File: config.mk
export PLATFORM = sky130hd
export DESIGN_NAME = uart_fifo_core_flat
export DESIGN_NICKNAME = d
export VERILOG_FILES = /design/src/rtl/uart_fifo_core_if.sv /design/src/rtl/uart_fifo_core.sv /design/src/flat_wrapper.sv
export SDC_FILE = /design/constraint.sdc
export NUM_CORES = 1
export LEC_CHECK = 0
export CORE_MARGIN = 1
export CORE_UTILIZATION = 40
export DETAILED_ROUTE_END_ITERATION = 12
export MAX_ROUTING_LAYER = met4
export SETUP_SLACK_MARGIN = 0.1
export SYNTH_ARGS = -nofsm -noshare
export SYNTH_HDL_FRONTEND = slang
export SYNTH_SLANG_ARGS = --single-unit
File: constraint.sdc
create_clock -name clk -period 5.1 [get_ports clk]
set_input_delay 0.51 -clock clk [delete_from_list [all_inputs] [get_ports clk]]
set_output_delay 0.51 -clock clk [all_outputs]
set_load 0.005 [all_outputs]
File: src/rtl/uart_fifo_core_if.sv
// CPU-side bundle for uart_fifo_core: TX push port, RX pop port and
// sticky line-error flags.
interface uart_fifo_core_if #(
    parameter int DATA_BITS  = 8,
    parameter int FIFO_DEPTH = 16
);
    localparam int LW = $clog2(FIFO_DEPTH) + 1;

    logic [DATA_BITS-1:0] tx_data;
    logic                 tx_wr;
    logic                 tx_full;
    logic                 tx_idle;
    logic [DATA_BITS-1:0] rx_data;
    logic                 rx_rd;
    logic                 rx_empty;
    logic [LW-1:0]        rx_level;
    logic                 frame_err;
    logic                 parity_err;
    logic                 overrun;
    logic                 err_clr;

    modport master (
        output tx_data, tx_wr, rx_rd, err_clr,
        input  tx_full, tx_idle, rx_data, rx_empty, rx_level,
        input  frame_err, parity_err, overrun
    );

    modport slave (
        input  tx_data, tx_wr, rx_rd, err_clr,
        output tx_full, tx_idle, rx_data, rx_empty, rx_level,
        output frame_err, parity_err, overrun
    );
endinterface

File: src/rtl/uart_fifo_core.sv
// Buffered UART: TX FIFO feeding a serialiser, deserialiser feeding an
// RX FIFO, configurable data/parity/stop format, sticky error flags.
module uart_fifo_core #(
    parameter int CLKS_PER_BIT = 1250,
    parameter int DATA_BITS    = 8,
    parameter int PARITY       = 0,
    parameter int STOP_BITS    = 1,
    parameter int FIFO_DEPTH   = 16
) (
    input  logic            clk,
    input  logic            rst,
    uart_fifo_core_if.slave bus,
    input  logic            uart_rx,
    output logic            uart_tx
);
    localparam int AW = $clog2(FIFO_DEPTH);
    localparam int LW = AW + 1;
    localparam int CW = $clog2(CLKS_PER_BIT);
    localparam logic [CW-1:0] BIT_END   = CW'(CLKS_PER_BIT - 1);
    localparam logic [CW-1:0] MID       = CW'(CLKS_PER_BIT / 2 - 1);
    localparam logic [2:0]    LAST_BIT  = 3'(DATA_BITS - 1);
    localparam logic          LAST_STOP = 1'(STOP_BITS - 1);
    localparam logic [LW-1:0] FULL      = LW'(FIFO_DEPTH);
    localparam logic          PAR_ODD   = (PARITY == 1);

    typedef enum logic [2:0] {
        S_IDLE, S_START, S_DATA, S_PAR, S_STOP
    } state_t;

    // ---------------- TX FIFO ----------------
    logic [DATA_BITS-1:0] tx_mem [FIFO_DEPTH];
    logic [AW-1:0]        tx_wp, tx_rp;
    logic [LW-1:0]        tx_cnt;
    logic                 tx_push, tx_pop, tx_empty;

    assign tx_empty    = (tx_cnt == '0);
    assign bus.tx_full = (tx_cnt == FULL);
    assign tx_push     = bus.tx_wr && !bus.tx_full;

    always_ff @(posedge clk) begin
        if (tx_push) tx_mem[tx_wp] <= bus.tx_data;
    end

    always_ff @(posedge clk) begin
        if (rst) begin
            tx_wp  <= '0;
            tx_rp  <= '0;
            tx_cnt <= '0;
        end else begin
            if (tx_push) tx_wp <= tx_wp + AW'(1);
            if (tx_pop)  tx_rp <= tx_rp + AW'(1);
            tx_cnt <= tx_cnt + LW'(tx_push) - LW'(tx_pop);
        end
    end

    // ---------------- TX engine ----------------
    state_t               tx_st;
    logic [CW-1:0]        tx_tick;
    logic [2:0]           tx_bit;
    logic                 tx_stop;
    logic [DATA_BITS-1:0] tx_sh;
    logic                 tx_par;
    logic                 tx_end;

    assign tx_end = (tx_tick == BIT_END);
    // Reloading on the last stop cycle keeps bursts gap-free.
    assign tx_pop = !tx_empty &&
                    ((tx_st == S_IDLE) ||
                     (tx_st == S_STOP && tx_end && tx_stop == LAST_STOP));

    always_ff @(posedge clk) begin
        if (rst) begin
            tx_st       <= S_IDLE;
            tx_tick     <= '0;
            tx_bit      <= '0;
            tx_stop     <= 1'b0;
            tx_sh       <= '0;
            tx_par      <= 1'b0;
            uart_tx     <= 1'b1;
            bus.tx_idle <= 1'b1;
        end else begin
            bus.tx_idle <= tx_empty && (tx_st == S_IDLE);
            unique case (tx_st)
                S_START: uart_tx <= 1'b0;
                S_DATA:  uart_tx <= tx_sh[0];
                S_PAR:   uart_tx <= tx_par;
                default: uart_tx <= 1'b1;
            endcase
            if (tx_pop) begin
                tx_st   <= S_START;
                tx_sh   <= tx_mem[tx_rp];
                tx_par  <= (^tx_mem[tx_rp]) ^ PAR_ODD;
                tx_tick <= '0;
            end else if (tx_st != S_IDLE) begin
                if (!tx_end) begin
                    tx_tick <= tx_tick + CW'(1);
                end else begin
                    tx_tick <= '0;
                    unique case (tx_st)
                        S_START: begin
                            tx_st  <= S_DATA;
                            tx_bit <= '0;
                        end
                        S_DATA: begin
                            tx_sh  <= tx_sh >> 1;
                            tx_bit <= tx_bit + 3'd1;
                            if (tx_bit == LAST_BIT) begin
                                tx_st   <= (PARITY != 0) ? S_PAR : S_STOP;
                                tx_stop <= 1'b0;
                            end
                        end
                        S_PAR: begin
                            tx_st   <= S_STOP;
                            tx_stop <= 1'b0;
                        end
                        default: begin
                            tx_stop <= tx_stop + 1'b1;
                            if (tx_stop == LAST_STOP) tx_st <= S_IDLE;
                        end
                    endcase
                end
            end
        end
    end

    // ---------------- RX engine ----------------
    logic                 rx_s1, rx_s2, rx_s3;
    state_t               rx_st;
    logic [CW-1:0]        rx_tick;
    logic [2:0]           rx_bit;
    logic [DATA_BITS-1:0] rx_sh;
    logic                 rx_pbit;
    logic                 rx_done, rx_bad_stop, rx_bad_par;
    logic                 rx_end;

    assign rx_end = (rx_tick == BIT_END);

    always_ff @(posedge clk) begin
        if (rst) begin
            rx_s1 <= 1'b1;
            rx_s2 <= 1'b1;
            rx_s3 <= 1'b1;
        end else begin
            rx_s1 <= uart_rx;
            rx_s2 <= rx_s1;
            rx_s3 <= rx_s2;
        end
    end

    always_ff @(posedge clk) begin
        if (rst) begin
            rx_st       <= S_IDLE;
            rx_tick     <= '0;
            rx_bit      <= '0;
            rx_sh       <= '0;
            rx_pbit     <= 1'b0;
            rx_done     <= 1'b0;
            rx_bad_stop <= 1'b0;
            rx_bad_par  <= 1'b0;
        end else begin
            rx_done <= 1'b0;
            unique case (rx_st)
                S_IDLE: begin
                    if (rx_s3 && !rx_s2) begin
                        rx_st   <= S_START;
                        rx_tick <= '0;
                    end
                end
                S_START: begin
                    if (rx_tick == MID) begin
                        rx_tick <= '0;
                        rx_bit  <= '0;
                        rx_st   <= rx_s2 ? S_IDLE : S_DATA;
                    end else begin
                        rx_tick <= rx_tick + CW'(1);
                    end
                end
                S_DATA: begin
                    if (rx_end) begin
                        rx_tick <= '0;
                        rx_sh   <= {rx_s2, rx_sh[DATA_BITS-1:1]};
                        rx_bit  <= rx_bit + 3'd1;
                        if (rx_bit == LAST_BIT)
                            rx_st <= (PARITY != 0) ? S_PAR : S_STOP;
                    end else begin
                        rx_tick <= rx_tick + CW'(1);
                    end
                end
                S_PAR: begin
                    if (rx_end) begin
                        rx_tick <= '0;
                        rx_pbit <= rx_s2;
                        rx_st   <= S_STOP;
                    end else begin
                        rx_tick <= rx_tick + CW'(1);
                    end
                end
                default: begin
                    if (rx_end) begin
                        rx_tick     <= '0;
                        rx_st       <= S_IDLE;
                        rx_done     <= 1'b1;
                        rx_bad_stop <= !rx_s2;
                        rx_bad_par  <= (PARITY != 0) &&
                                       ((^rx_sh ^ rx_pbit) != PAR_ODD);
                    end else begin
                        rx_tick <= rx_tick + CW'(1);
                    end
                end
            endcase
        end
    end

    // ---------------- RX FIFO and flags ----------------
    logic [DATA_BITS-1:0] rx_mem [FIFO_DEPTH];
    logic [AW-1:0]        rx_wp, rx_rp;
    logic [LW-1:0]        rx_cnt;
    logic                 rx_req, rx_push, rx_pop, rx_full;

    assign rx_full      = (rx_cnt == FULL);
    assign rx_req       = rx_done && !rx_bad_stop;
    assign rx_pop       = bus.rx_rd && !bus.rx_empty;
    assign rx_push      = rx_req && (!rx_full || rx_pop);
    assign bus.rx_empty = (rx_cnt == '0);
    assign bus.rx_level = rx_cnt;
    assign bus.rx_data  = rx_mem[rx_rp];

    always_ff @(posedge clk) begin
        if (rx_push) rx_mem[rx_wp] <= rx_sh;
    end

    always_ff @(posedge clk) begin
        if (rst) begin
            rx_wp          <= '0;
            rx_rp          <= '0;
            rx_cnt         <= '0;
            bus.frame_err  <= 1'b0;
            bus.parity_err <= 1'b0;
            bus.overrun    <= 1'b0;
        end else begin
            if (rx_push) rx_wp <= rx_wp + AW'(1);
            if (rx_pop)  rx_rp <= rx_rp + AW'(1);
            rx_cnt <= rx_cnt + LW'(rx_push) - LW'(rx_pop);
            // A new event wins over a coincident clear.
            bus.frame_err  <= (bus.frame_err && !bus.err_clr) ||
                              (rx_done && rx_bad_stop);
            bus.parity_err <= (bus.parity_err && !bus.err_clr) ||
                              (rx_req && rx_bad_par);
            bus.overrun    <= (bus.overrun && !bus.err_clr) ||
                              (rx_req && rx_full && !rx_pop);
        end
    end
endmodule
File: src/flat_wrapper.sv
// flat-port wrapper written by rule: the top's interface ports become plain ports
module uart_fifo_core_flat 
#(
    parameter int CLKS_PER_BIT = 1250,
    parameter int DATA_BITS    = 8,
    parameter int PARITY       = 0,
    parameter int STOP_BITS    = 1,
    parameter int FIFO_DEPTH   = 16
)
  (clk, rst, uart_rx, uart_tx, bus_tx_data, bus_tx_wr, bus_rx_rd, bus_err_clr, bus_tx_full, bus_tx_idle, bus_rx_data, bus_rx_empty, bus_rx_level, bus_frame_err, bus_parity_err, bus_overrun);
  uart_fifo_core_if #(.DATA_BITS(DATA_BITS), .FIFO_DEPTH(FIFO_DEPTH)) bus_i ();
  input  logic clk;
  input  logic rst;
  input  logic uart_rx;
  output logic uart_tx;
  input wire logic [$bits(bus_i.tx_data)-1:0] bus_tx_data;
  input wire logic [$bits(bus_i.tx_wr)-1:0] bus_tx_wr;
  input wire logic [$bits(bus_i.rx_rd)-1:0] bus_rx_rd;
  input wire logic [$bits(bus_i.err_clr)-1:0] bus_err_clr;
  output wire logic [$bits(bus_i.tx_full)-1:0] bus_tx_full;
  output wire logic [$bits(bus_i.tx_idle)-1:0] bus_tx_idle;
  output wire logic [$bits(bus_i.rx_data)-1:0] bus_rx_data;
  output wire logic [$bits(bus_i.rx_empty)-1:0] bus_rx_empty;
  output wire logic [$bits(bus_i.rx_level)-1:0] bus_rx_level;
  output wire logic [$bits(bus_i.frame_err)-1:0] bus_frame_err;
  output wire logic [$bits(bus_i.parity_err)-1:0] bus_parity_err;
  output wire logic [$bits(bus_i.overrun)-1:0] bus_overrun;
  assign bus_i.tx_data = bus_tx_data;
  assign bus_i.tx_wr = bus_tx_wr;
  assign bus_i.rx_rd = bus_rx_rd;
  assign bus_i.err_clr = bus_err_clr;
  assign bus_tx_full = bus_i.tx_full;
  assign bus_tx_idle = bus_i.tx_idle;
  assign bus_rx_data = bus_i.rx_data;
  assign bus_rx_empty = bus_i.rx_empty;
  assign bus_rx_level = bus_i.rx_level;
  assign bus_frame_err = bus_i.frame_err;
  assign bus_parity_err = bus_i.parity_err;
  assign bus_overrun = bus_i.overrun;
  uart_fifo_core #(.CLKS_PER_BIT(CLKS_PER_BIT), .DATA_BITS(DATA_BITS), .PARITY(PARITY), .STOP_BITS(STOP_BITS), .FIFO_DEPTH(FIFO_DEPTH)) u_core (.clk(clk), .rst(rst), .bus(bus_i), .uart_rx(uart_rx), .uart_tx(uart_tx));
endmodule
**Word level (Yosys, flattened, before mapping)**

Memories as Yosys holds them, arrays and structs flattened. A register that Yosys moved wholly into a read port is not among the register bits.
Cells that the tools add are included.

- Flip-flop bits (word level): 88
- Memory bits (writable): 256
- Bits of input ports: 14
- Logic and storage cells: 159
- Memories kept: 2

- $add $sub $neg: 13
- Eq/ne operators: 23
- Mux-type cells: 39
- Bitwise logic cells: 4
- Reductions and logical operators: 51

Memories:

| name | words | bits a word | rd ports | clocked after Yosys merged registers in | write ports | RTL line | source |
|---|---|---|---|---|---|---|---|
| u_core.rx_mem | 16 | 8 | 1 | 1 | 1 | uart_fifo_core.sv:215 | `logic [DATA_BITS-1:0] rx_mem [FIFO_DEPTH];` |
| u_core.tx_mem | 16 | 8 | 1 | 1 | 1 | uart_fifo_core.sv:31 | `logic [DATA_BITS-1:0] tx_mem [FIFO_DEPTH];` |

Operators by type and width:

| cell | count |
|---|---|
| two-way mux 11 bit | 4 |
| two-way mux 8 bit | 4 |
| two-way mux 3 bit | 10 |
| adder 11 x 1 -> 11 bit, second input constant | 2 |
| equality test 11 bit, second input constant | 2 |
| one-hot mux 11 bit (2 select lines) | 1 |
| adder 4 x 1 -> 4 bit, second input constant | 4 |
| two-way mux 4 bit | 4 |
| logical AND 1 bit | 15 |
| equality test 3 x 2 -> 1 bit, second input constant | 4 |
| inequality test 2 x 1 -> 1 bit, second input constant | 6 |
| one-hot mux 3 bit (2 select lines) | 2 |
| one-hot mux 3 bit (4 select lines) | 1 |
| AND reduction 4 bit | 3 |
| equality test 11 x 10 -> 1 bit, second input constant | 1 |
| adder 5 x 1 -> 5 bit | 2 |
| equality test 5 bit, second input constant | 2 |
| zero test 5 bit | 2 |
| nonzero test 2 bit | 5 |
| subtractor 5 x 1 -> 5 bit | 2 |
| equality test 3 bit, second input constant | 3 |
| two-way mux 1 bit | 9 |
| one-hot mux 3 bit (3 select lines) | 1 |
| zero test 1 bit | 8 |
| 20 further kinds | 33 |

**Logic depth before layout (Yosys ltp)**

- Depth after elaboration: 7
- Gate-level depth with buffers: 18

**Least setup slack after synthesis**

Ideal clock, no wire load.

- Kind: flip-flop to flip-flop
- From: reg u_core.tx_tick[0]
- To: reg u_core.tx_cnt[4]
- Setup time: 0.132 ns
- Arrival: 2.896 ns
- Required time: 4.968 ns
- Setup slack: 2.072 ns
- Cell stages (with the launch flop): 18
- Path buffers: 1
- Period minus slack after synthesis: 3.028 ns
- Cells stage by stage: dfxtp_1 > ha_1 > nor4bb_1 > nand4_1 > o21ai_1 > nand3_1 > inv_2 > buf_6 > ha_1 > inv_1 > ha_1 > inv_1 > fa_1 > inv_1 > a21oi_1 > nor2_1 > or3_1 > a21oi_1

- Word-level cells in the longest chain between the ends: 6

Ends and longest elaborated chain:

| item | RTL line | source |
|---|---|---|
| start: declaration | uart_fifo_core.sv:58 | `logic [CW-1:0] tx_tick;` |
| start signal: assignment | uart_fifo_core.sv:96 | `tx_tick <= tx_tick + CW'(1);` |
| equality test 11 bit | uart_fifo_core.sv:65 | `assign tx_end = (tx_tick == BIT_END);` |
| logical AND 1 bit (2 in a row) | uart_fifo_core.sv:69 | `(tx_st == S_STOP && tx_end && tx_stop == LAST_STOP));` |
| logical OR 1 bit | uart_fifo_core.sv:68 | `((tx_st == S_IDLE) \|\|` |
| logical AND 1 bit | uart_fifo_core.sv:67 | `assign tx_pop = !tx_empty &&` |
| named net u_core.tx_pop | uart_fifo_core.sv:34 | `logic tx_push, tx_pop, tx_empty;` |
| subtractor 5 x 1 -> 5 bit | uart_fifo_core.sv:52 | `tx_cnt <= tx_cnt + LW'(tx_push) - LW'(tx_pop);` |
| end signal: assignment | uart_fifo_core.sv:52 |  |
| end: declaration | uart_fifo_core.sv:33 | `logic [LW-1:0] tx_cnt;` |

The timed path passes the listed nets, and every way through them passes these cells.
A chain may end at the register's enable or synchronous reset.

==> impl_metrics.tcl <==
set metrics [dict create \
    dieArea_um2 36100 \
    finalCriticalPeriod_ns 3.77 \
    die_h_um 190 \
    routabilityCongestion 0.744 \
    setup_viol 0 \
    synth_top_family_by_area "multiplexers" \
    syn_area_per_cell_um2 15.6 \
    cpPeakStageDelay_ns 0.81 \
    htreeDepth 2 \
    fp.dieW_um 190 \
    slew_headroom 0.326 \
    synth_simple_gate_area_frac 0.0831 \
    ios 34 \
    synthXorXnorAreaFrac 0.0273 \
    grt_max_degree 46 \
    drive_gt1_frac 0.149 \
    cp_max_fo 20 \
    track_usage 0.154 \
    end_kind "output port" \
    tightest_slew_ns 1.01 \
    max_freq_mhz 266 \
    ys.warnings.count 0 \
    clock-root-buffer "clkbuf_16" \
    cts_resized 0 \
    final_common_cell "edfxtp_1" \
    cp-start-kind "flip-flop" \
    async_reset_ff_frac 0 \
    antenna_found_initial 0 \
    fin_setup_tns_ns 0 \
    post_dp_cell_area_um2 14900 \
    layout_common_cells "256 x edfxtp_1, 100 x nor2_1, 94 x dfxtp_1" \
    arrival_ns 3.26 \
    synth-edff-count 256 \
    start_util 0.408 \
    finalHoldViolCount 0 \
    cts_sinks 352 \
    cts_setup_buffers 0 \
    crit_family "multiplexers" \
    drt_wl_total_mm 25.9 \
    r2r-start "u_core.tx_tick[0]" \
    tritoncts "built" \
    fin_nets 992 \
    diodes 0 \
    critical_path_required_ns 4.59 \
    rows 68 \
    path_cells "buf_4 > mux4_2 > mux4_2 > clkdlybuf4s50_1" \
    fin_skew_ns 0.0165 \
    p_leak_uw 0.00520 \
    utilization 0.462 \
    worst-path-buf-inv 2 \
    yosys_register_bits 352 \
    grt_overflow 0 \
    finalCritPeriodShare 0.738 \
    insertion_delay_ns 0.52 \
    synth-adder-area-share 0.0303 \
    maxCapViolCount 0 \
    cts.path.max_buffers 3 \
    cts_buffers 37 \
    grt_pass1_wl_mm 41.6 \
    status "complete, no violations" \
    final_area_um2 16000 \
    ys_types 55 \
    rsz0062_at_grt "false" \
    hpwlAfterDp_mm 16.2 \
    powerDensity_nw_per_um2 459 \
    drtIter0Drc 526 \
    vias 7361 \
    synth_compound_area_frac 0.0358 \
    area_growth_pct 13.1 \
    dp.cells 1361 \
    postCtsHoldBufs 0 \
    crit_path_frequent_cell "mux4_2" \
    wire_per_inst_um 18.2 \
    first_pass_iters 5 \
    fin_hold_ws_ns 0.408 \
    port_buffers 33 \
    grt_pass1_vias 7495 \
    core_area_um2 34600 \
    holdCritPathClass "reg -> reg" \
    crit_type "reg -> out" \
    yosysSeqAreaShare 0.680 \
    instances_no_fill 1428 \
    synthFlopType "edfxtp_1" \
    syn_nets 956 \
    ant_nets 0 \
    maxSlewViolCount 0 \
    critical-path-slowest-cell "dfxtp_2" \
    clk_pin_slew_worst_paths_ns 0.06 \
    avgViaCountPerCell 5.15 \
    netlist_instances 909 \
    worst_ir_drop_vdd_uv 247 \
    drcViolationCount 0 \
    syn_area_um2 14100 \
    worstHoldStart "u_core.rx_s1" \
    yosys-mux-area-fraction 0.118 \
]
where the power goes:
part | switching, µW | internal, µW | total [µW] | leakage, µW
combinational | 705 | 793 | 1500 | 0.00154
sequential | 166 | 3190 | 3360 | 0.00312
clock | 1060 | 1420 | 2480 | 0.000544
total | 1930 | 5400 | 7340 | 0.00520
state kept, by name (all words and copies together) (netlist names), 3 cells and up, named ones only:
name,count
u_core.rx_mem,128
u_core.tx_mem,128
u_core.rx_tick,11
u_core.tx_tick,11
u_core.rx_sh,8
u_core.tx_sh,8
u_core.bus.rx_level,5
u_core.tx_cnt,5
u_core.rx_rp,4
u_core.rx_wp,4
u_core.tx_rp,4
u_core.tx_wp,4
u_core.rx_bit,3
u_core.rx_st,3
u_core.tx_bit,3
u_core.tx_st,3
per-stage QoR:
stage | setup slack (ns) | power, µW
3_3_place_gp | 1.43 | 4940
2_1_floorplan | 2.07 | 4560
3_5_place_dp | 1.33 | 4950
5_1_grt | 0.872 | 7720
6_report | 1.33 | 7340
4_1_cts | 1.24 | 7450
Yosys cell counts, drive strengths merged (2+ instances only):
cell type | instances | share of area
and2 | 2 | 0.00088
nor3b | 4 | 0.0025
mux2i | 3 | 0.0021
nand3 | 12 | 0.0046
xnor2 | 21 | 0.013
buf | 21 | 0.011
fa | 2 | 0.0028
mux4 | 72 | 0.12
nand2 | 69 | 0.018
xor2 | 23 | 0.014
nand4 | 13 | 0.0058
o21ai | 6 | 0.0021
dfxtp | 96 | 0.14
nor3 | 12 | 0.0042
a31oi | 3 | 0.0013
ha | 31 | 0.027
clkdlybuf4s25 | 2 | 0.0014
nor2b | 7 | 0.0031
nand2b | 7 | 0.0031
nand4b | 4 | 0.0025
a311oi | 5 | 0.0031
clkbuf | 20 | 0.0054
a211oi | 4 | 0.0021
nor4 | 2 | 0.0019
a21o | 3 | 0.0016
or4b | 2 | 0.0014
nor2 | 100 | 0.027
a21oi | 35 | 0.012
or2 | 6 | 0.0027
a22oi | 19 | 0.010
inv | 30 | 0.0080
edfxtp | 256 | 0.54
or3 | 7 | 0.0031
path summary, 6_finish.rpt:
kind | end | slack, ns | cells past startpoint
max | bus_rx_data[4] | 1.33 | 4
min | u_core.rx_s2 | 0.41 | 1
max reg2reg | u_core.tx_cnt[4] | 1.36 | 16
min reg2reg | u_core.rx_s2 | 0.41 | 1
routing by layer:
layer  part of all wire  up-vias  global-route usage
met5                  0        -                   -
met2               0.48      153               0.242
met1               0.45     3674               0.207
met3              0.046       36              0.0255
li1                   -     3498                   -
met4              0.020        0              0.0434
worst register-to-register path, cell delays in order, from the launching register on:
cell	delay (ns)
dfxtp_1	0.39
ha_1	0.16
nor4bb_1	0.25
nand4_1	0.34
o21ai_1	0.27
nand3_1	0.44
inv_2	0.39
ha_1	0.28
inv_1	0.05
ha_1	0.16
inv_1	0.06
fa_1	0.41
inv_1	0.07
a21oi_1	0.05
nor2_1	0.10
or3_1	0.12
a21oi_1	0.05
kinds of logic after synthesis:
kind of cell | count (synthesis)
buf+inv | 73
flops | 352
mux | 76
fa+ha+maj | 33
compound gates | 80
xor+xnor | 44
simple gates | 251
layout make-up:
cell class | count | area (µm²)
Clock buffer | 55 | 1030
Sequential cell | 352 | 9610
Inverter | 30 | 113
Fill cell | 2989 | 18600
Clock inverter | 12 | 86.3
Multi-Input combinational cell | 484 | 4190
Timing Repair Buffer | 40 | 378
Tap cell | 455 | 569
No activity file was read; power rests on OpenSTA's default activity.
